$ cat src/rtl/bit_feed_ctrl_pkg.sv
// bit_feed_ctrl_pkg: controller state encoding and the LED constant shared with the 11010 detector.
package bit_feed_ctrl_pkg;
   typedef enum logic [2:0] {IDLE, WAIT, SHIFT, CHECK, DONE} state_t;
   localparam int LED_W_DEF = 5;
   localparam logic [LED_W_DEF-1:0] LED_MATCH = '1;
endpackage

$ cat src/rtl/bit_feed_ctrl_trig_timer.sv
// trig_timer: loadable down-counter that times the idle gap before each serialized bit.
module trig_timer #(
   parameter int W = 8
) (
   input  logic         clk,
   input  logic         reset_n,
   input  logic         load,
   input  logic [W-1:0] load_val,
   input  logic         en,
   output logic         zero
);
   logic [W-1:0] cnt;
   always_ff @(posedge clk or negedge reset_n) begin
      if (!reset_n) cnt <= '0;
      else if (load) cnt <= load_val;
      else if (en && cnt != '0) cnt <= cnt - 1'b1;
   end
   assign zero = cnt == '0;
endmodule

$ cat src/rtl/bit_feed_ctrl.sv
// bit_feed_ctrl: serializes words MSB first into an external 11010 detector and counts its completed matches.
module bit_feed_ctrl
   import bit_feed_ctrl_pkg::*;
#(
   parameter int WORD_W = 8,
   parameter int DIV_W  = 8,
   parameter int CNT_W  = 8,
   parameter int LED_W  = LED_W_DEF
) (
   input  logic              clk,
   input  logic              reset_n,
   input  logic              word_valid,
   input  logic [WORD_W-1:0] word_data,
   input  logic [DIV_W-1:0]  div,
   output logic              word_ready,
   input  logic              clr_cnt,
   input  logic [LED_W-1:0]  det_led,
   output logic              det_data,
   output logic              det_trig,
   output logic [CNT_W-1:0]  match_cnt,
   output logic              busy,
   output logic              done
);
   localparam int BIT_W = $clog2(WORD_W + 1);
   localparam logic [LED_W-1:0] MATCH = (LED_W == LED_W_DEF) ? LED_W'(LED_MATCH) : '1;
   state_t state, state_nx;
   logic [WORD_W-1:0] shift_r;
   logic [DIV_W-1:0]  div_r;
   logic [DIV_W-1:0]  tmr_val;
   logic [BIT_W-1:0]  bit_cnt;
   logic              accept;
   logic              tmr_zero;
   assign accept  = word_ready & word_valid;
   // The accepting cycle loads the live div; later bits reuse the captured copy.
   assign tmr_val = (state == IDLE) ? div : div_r;
   trig_timer #(.W(DIV_W)) u_timer (
      .clk      (clk),
      .reset_n  (reset_n),
      .load     (accept | (state == CHECK)),
      .load_val (tmr_val),
      .en       (state == WAIT),
      .zero     (tmr_zero)
   );
   always_ff @(posedge clk or negedge reset_n) begin
      if (!reset_n) state <= IDLE;
      else state <= state_nx;
   end
   always_comb begin
      state_nx   = state;
      word_ready = 1'b0;
      busy       = 1'b1;
      det_trig   = 1'b0;
      det_data   = 1'b0;
      done       = 1'b0;
      case (state)
         IDLE: begin
            word_ready = 1'b1;
            busy       = 1'b0;
            if (word_valid) state_nx = WAIT;
         end
         WAIT:  if (tmr_zero) state_nx = SHIFT;
         SHIFT: begin
            det_trig = 1'b1;
            det_data = shift_r[WORD_W-1];
            state_nx = CHECK;
         end
         CHECK: state_nx = (bit_cnt == '0) ? DONE : WAIT;
         DONE: begin
            done     = 1'b1;
            state_nx = IDLE;
         end
         default: state_nx = IDLE;
      endcase
   end
   always_ff @(posedge clk or negedge reset_n) begin
      if (!reset_n) begin
         shift_r   <= '0;
         div_r     <= '0;
         bit_cnt   <= '0;
         match_cnt <= '0;
      end else begin
         if (accept) begin
            shift_r <= word_data;
            div_r   <= div;
            bit_cnt <= BIT_W'(WORD_W);
         end
         if (state == SHIFT) begin
            shift_r <= shift_r << 1;
            bit_cnt <= bit_cnt - 1'b1;
         end
         // Clear has priority over a coincident detection.
         if (clr_cnt) match_cnt <= '0;
         else if (state == CHECK && det_led == MATCH && match_cnt != '1) match_cnt <= match_cnt + 1'b1;
      end
   end
endmodule

$ cat config.mk
export PLATFORM = sky130hd
export DESIGN_NAME = bit_feed_ctrl
export DESIGN_NICKNAME = d
export VERILOG_FILES = /design/src/rtl/bit_feed_ctrl_pkg.sv /design/src/rtl/bit_feed_ctrl_trig_timer.sv /design/src/rtl/bit_feed_ctrl.sv
export SDC_FILE = /design/constraint.sdc
export NUM_CORES = 1
export LEC_CHECK = 0
export CAP_MARGIN = 40
export CORE_MARGIN = 1
export CORE_UTILIZATION = 58
export CTS_BUF_LIST = sky130_fd_sc_hd__clkbuf_8
export CTS_CLUSTER_DIAMETER = 50
export DETAILED_ROUTE_END_ITERATION = 16
export PLACE_DENSITY = 0.87
export SYNTH_ARGS = -nofsm -noshare
export SYNTH_HDL_FRONTEND = slang
export SYNTH_SLANG_ARGS = --single-unit
export TNS_END_PERCENT = 30
$ cat constraint.sdc
create_clock -name clk -period 3.7 [get_ports clk]
set_clock_uncertainty 0.15 [all_clocks]
set_input_delay 0.74 -clock clk [delete_from_list [all_inputs] [get_ports clk]]
set_output_delay 0.74 -clock clk [all_outputs]
set_load 0.05 [all_outputs]
* Word-level counts from Yosys, hierarchy flattened *
Index checks and enable logic that the tools add are counted.
Widths: inputs -> output; s select.

operators by class
  reduce and logical (&&, ||, !) cells = 11
  eq/ne operators = 8
  multiplexer cells = 18
  $add $sub $neg = 3
  bitwise operators = 2

operators by type and width
  cell                 number
  $mux 8               7
  $pmux 3 s4           1
  $mux 3               3
  $add 8x1->8 const B  1
  $logic_not 8->1      1
  $mux 4               2
  $ne 8x8->1 const B   1
  $reduce_bool 8->1    1
  $sub 8x1->8 const B  1
  $eq 3x2->1 const B   2
  $reduce_bool 2->1    3
  $eq 5x5->1 const B   1
  $mux 1               5
  $logic_not 4->1      1
  $ne 2x2->1 const B   2
  $sub 4x1->4 const B  1
  $eq 3x1->1 const B   1
  $eq 3x3->1 const B   1
  $logic_and 1x1->1    3
  $logic_not 3->1      1
  $reduce_and 2->1     1
  $and 1x1->1          1
  $or 1x1->1           1

word-level totals
  output and inout bits = 13
  input port bits = 25
  word-level logic and storage cells = 48
  register bits after elaboration = 39

* Logic depth before layout (Yosys ltp) *
  depth in word-level cells = 5
  depth in mapped cells = 6
  gate-level depth less buffers = 6

* Modules after synthesis *
A second synthesis with hierarchy kept.

unflattened totals
  cells, all modules = 226
  area, all modules = 2109.5 µm²

modules (own cells, without submodules)
  module         cells an instance  area each (µm²)  times used  seq. area each (µm²)
  bit_feed_ctrl  168                1581.5           1           775.7
  trig_timer     58                 528.0            1           200.2

* Worst setup path after synthesis *
OpenSTA, ideal clock, no wires.

  path kind = register -> output
  start = register state[2]
  end = output port det_data
  cell stages (with the launch flop) = 6
  arrival time = 1.776 ns
  data required time = 2.810 ns
  path buffers = 2
  slack = 1.034 ns
  cell sequence = dfrtp_1 or3b_1 clkbuf_1 inv_2 buf_2 and2_1

on the way
  cells in the longest elaborated chain, start to end = 2

ends and longest elaborated chain
  item                      RTL line             RTL
  start: declaration        bit_feed_ctrl.sv:26  state_t state, state_nx;
  start signal: assignment  bit_feed_ctrl.sv:46  else state <= state_nx;
  $eq 3x2->1                bit_feed_ctrl.sv:55  case (state)
  $mux 1                    bit_feed_ctrl.sv:55
  end: declaration          bit_feed_ctrl.sv:18  output logic det_data,

No other way between the ends.

* Worst setup path after layout *
Same ends and word-level chain as after synthesis.

==> results.sh <==
export IMPL_num_antenna_cells=0
export IMPL_r2r_start="state[2]"
export IMPL_ir_drop_mv=0.2468
export IMPL_tns_ns=0
export IMPL_post_cts_buffers=0
export IMPL_grt_util_all_layers_pct=25.63
export IMPL_grt_pass1_wl_um=7886
export IMPL_power_mw=0.7501
export IMPL_drt_iter0_drc=129
export IMPL_cts_resized=0
export IMPL_path_delay_family="buffers and inverters"
export IMPL_critPathKind="reg2out"
export IMPL_die_width_um=62.54
export IMPL_drive_above_1_share_pct=10.73
export IMPL_yosysTopAreaCell="dfrtp_1"
export IMPL_yosysUniqueCellTypes=58
export IMPL_cp_cell_sequence="or3b_1, inv_2, and2_1, clkdlybuf4s50_1"
export IMPL_post_place_ws_ns=0.8004
export IMPL_die_h_um=62.54
export IMPL_synth_edf_count=0
export IMPL_netlist_instances=222
export IMPL_period_minus_slack_ns=3.189
export IMPL_ant_nets=0
export IMPL_netlist_top_cells_area="dfrtp_1 46%, nand2_1 8.1%, ha_1 2.9%, mux2i_1 2.8%, nand3_1 2.6%"
export IMPL_worst_pin_slew_ns=0.5665
export IMPL_start_util_pct=62.23
export IMPL_io_pins=38
export IMPL_setup_viol=0
export IMPL_worst_hold_path_type="in2async"
export IMPL_grt_max_degree=22
export IMPL_dpl_hpwl_um=3302
export IMPL_rsz0062_at_grt="false"
export IMPL_dr_pass1_iters=4
export IMPL_worstPathArrival_ns=2.30
export IMPL_report_final_hold_viol_count=0
export IMPL_period_share_pct=86.19
export IMPL_crit_path_start="state[2]"
export IMPL_synth_nets=252
export IMPL_drc_errors=0
export IMPL_path_clk_slew_ns=0.07
export IMPL_relSlewSlack_pct=61.89
export IMPL_numClockSinks=39
export IMPL_synth_area_um2=2126
export IMPL_cts_tree="built"
export IMPL_synthFlopType="dfrtp_1"
export IMPL_hold_ws_ns=0.2533
export IMPL_drv_cap=0
export IMPL_dpl_cell_area_um2=2561
export IMPL_rows=21
export IMPL_cp_buffers_inverters=2
export IMPL_p_leak_nw=1.132
export IMPL_overflow=0
export IMPL_root_buffer="clkbuf_8"
export IMPL_io_buffers=37
export IMPL_ys_async_sr_fraction_pct=100.0
export IMPL_avgSynthCellArea_um2=9.576
export IMPL_nets=292
export IMPL_critPathMaxStageDelay_ns=0.79
export IMPL_cp_max_fo=13
export IMPL_synth_top_area_share_pct=45.91
export IMPL_grt_pass1_vias=1755
export IMPL_ctsHoldBuffers=0
export IMPL_syn2layout_area_growth_pct=23.90
export IMPL_wl_per_cell_um=14.82
export IMPL_cts_buffer_depth=2
export IMPL_ys_ff_latch=39
export IMPL_route_vias_total=1816
export IMPL_end_kind="output pin"
export IMPL_vias_per_cell=5.915
export IMPL_dieArea_um2=3911
export IMPL_synth_warnings=0
export IMPL_setup_ws_ns=0.5108
export IMPL_startpoint_type="register"
export IMPL_final_max_slew_viol_count=0
export IMPL_final_area_um2=2634
export IMPL_powerDensity_nw_per_um2=284.8
export IMPL_antenna_found_initial=0
export IMPL_routed_wirelength_um=4550
export IMPL_crit_slowest_cell="clkdlybuf4s50_1"
export IMPL_cp_required_ns=2.81
export IMPL_cts_max_level=2
export IMPL_status="finished clean"
export IMPL_clk_latency_ns=0.28
export IMPL_max_freq_mhz=313.6
export IMPL_cts_buffers=5
export IMPL_ys_seq_area_share_pct=45.91
export IMPL_gp_congestion=0.8439
export IMPL_core_area_um2=3416
## final timing paths
kind / end / slack (ns) / depth (start not counted)
setup reg to reg: u_timer.cnt[1] / 1.62 / 5
min in group clk: div_r[7] / 0.33 / 2
hold / removal: u_timer.cnt[4] / 0.25 / 1
setup / recovery: det_data / 0.51 / 4
max in group asynchronous: state[2] / 2.68 / 2
hold reg to reg: div_r[7] / 0.33 / 2
## cell usage after synthesis, drive strengths merged, types with 5 or more instances
master / number
o21ai: 8
nand3: 11
mux2i: 6
dfrtp: 39
inv: 9
ha: 5
a22oi: 6
buf: 6
nand2: 46
nor3: 6
nor2: 12
## metal layers
layer	global-route usage [%]	vias to the layer above	part of all wire (%)
met2	39.54	59	47
met4	10.47	0	1.4
met1	36.10	872	46
li1	-	877	-
met5	0	-	0
met3	4.197	8	4.9
## flip-flops by register name (all words and copies together) (netlist names)
| name | flops |
|---|---|
| div_r | 8 |
| state | 3 |
| match_cnt | 8 |
| bit_cnt | 4 |
| shift_r | 8 |
| u_timer.cnt | 8 |
## logic make-up (layout without fill, tap and decap cells)
logic type,count (synthesis),after routing,synth area share (%)
buffers and inverters,18,57,3.707
AND/OR/NAND/NOR,109,109,28.31
adder cells (fa/ha/maj),5,5,2.943
AO/OA/AOI/OAI,39,39,13.48
XOR/XNOR,3,3,1.236
multiplexers,9,9,4.414
flip-flops,39,39,45.91
## area by class of cell
type / count / area (um^2)
inverters: 9 / 33.78
repair buffers: 42 / 422.9
flip-flops and latches: 39 / 975.9
multi-input cells: 165 / 1071
clock inverters: 1 / 3.754
clock buffers: 5 / 68.82
well taps: 46 / 57.56
fillers: 237 / 782.0
## layout by cell type (no fill, tap or decap), types with 3 or more instances in the layout
cell	instances
a211oi_1	4
a22oi_1	6
and2_1	3
buf_4	4
clkbuf_8	5
clkdlybuf4s50_1	36
dfrtp_1	39
ha_1	5
inv_1	9
mux2i_1	6
nand2_1	46
nand3_1	11
nand4_1	3
nor2_1	11
nor2b_1	4
nor3_1	5
nor3b_1	3
o211ai_1	3
o21ai_0	6
o22ai_1	3
## worst register-to-register path, stage by stage, from the launching register on
cell	delay, ns
dfrtp_1	0.38
buf_4	0.19
or4b_1	0.80
nand2_1	0.22
o211ai_1	0.12
o211ai_1	0.14
## metrics by stage
step	std cells	utilization [%]
detailed placement	301	74.98
finish	307	77.11
global placement	300	74.18
global route	307	77.11
floorplan	222	-
CTS	307	77.11
## report_power, final
group	internal, mW	total (mW)	switching [mW]
Combinational	0.0316	0.0549	0.0233
Sequential	0.436	0.441	0.00559
Clock	0.123	0.254	0.131
Power figures use the tool's default switching activity.
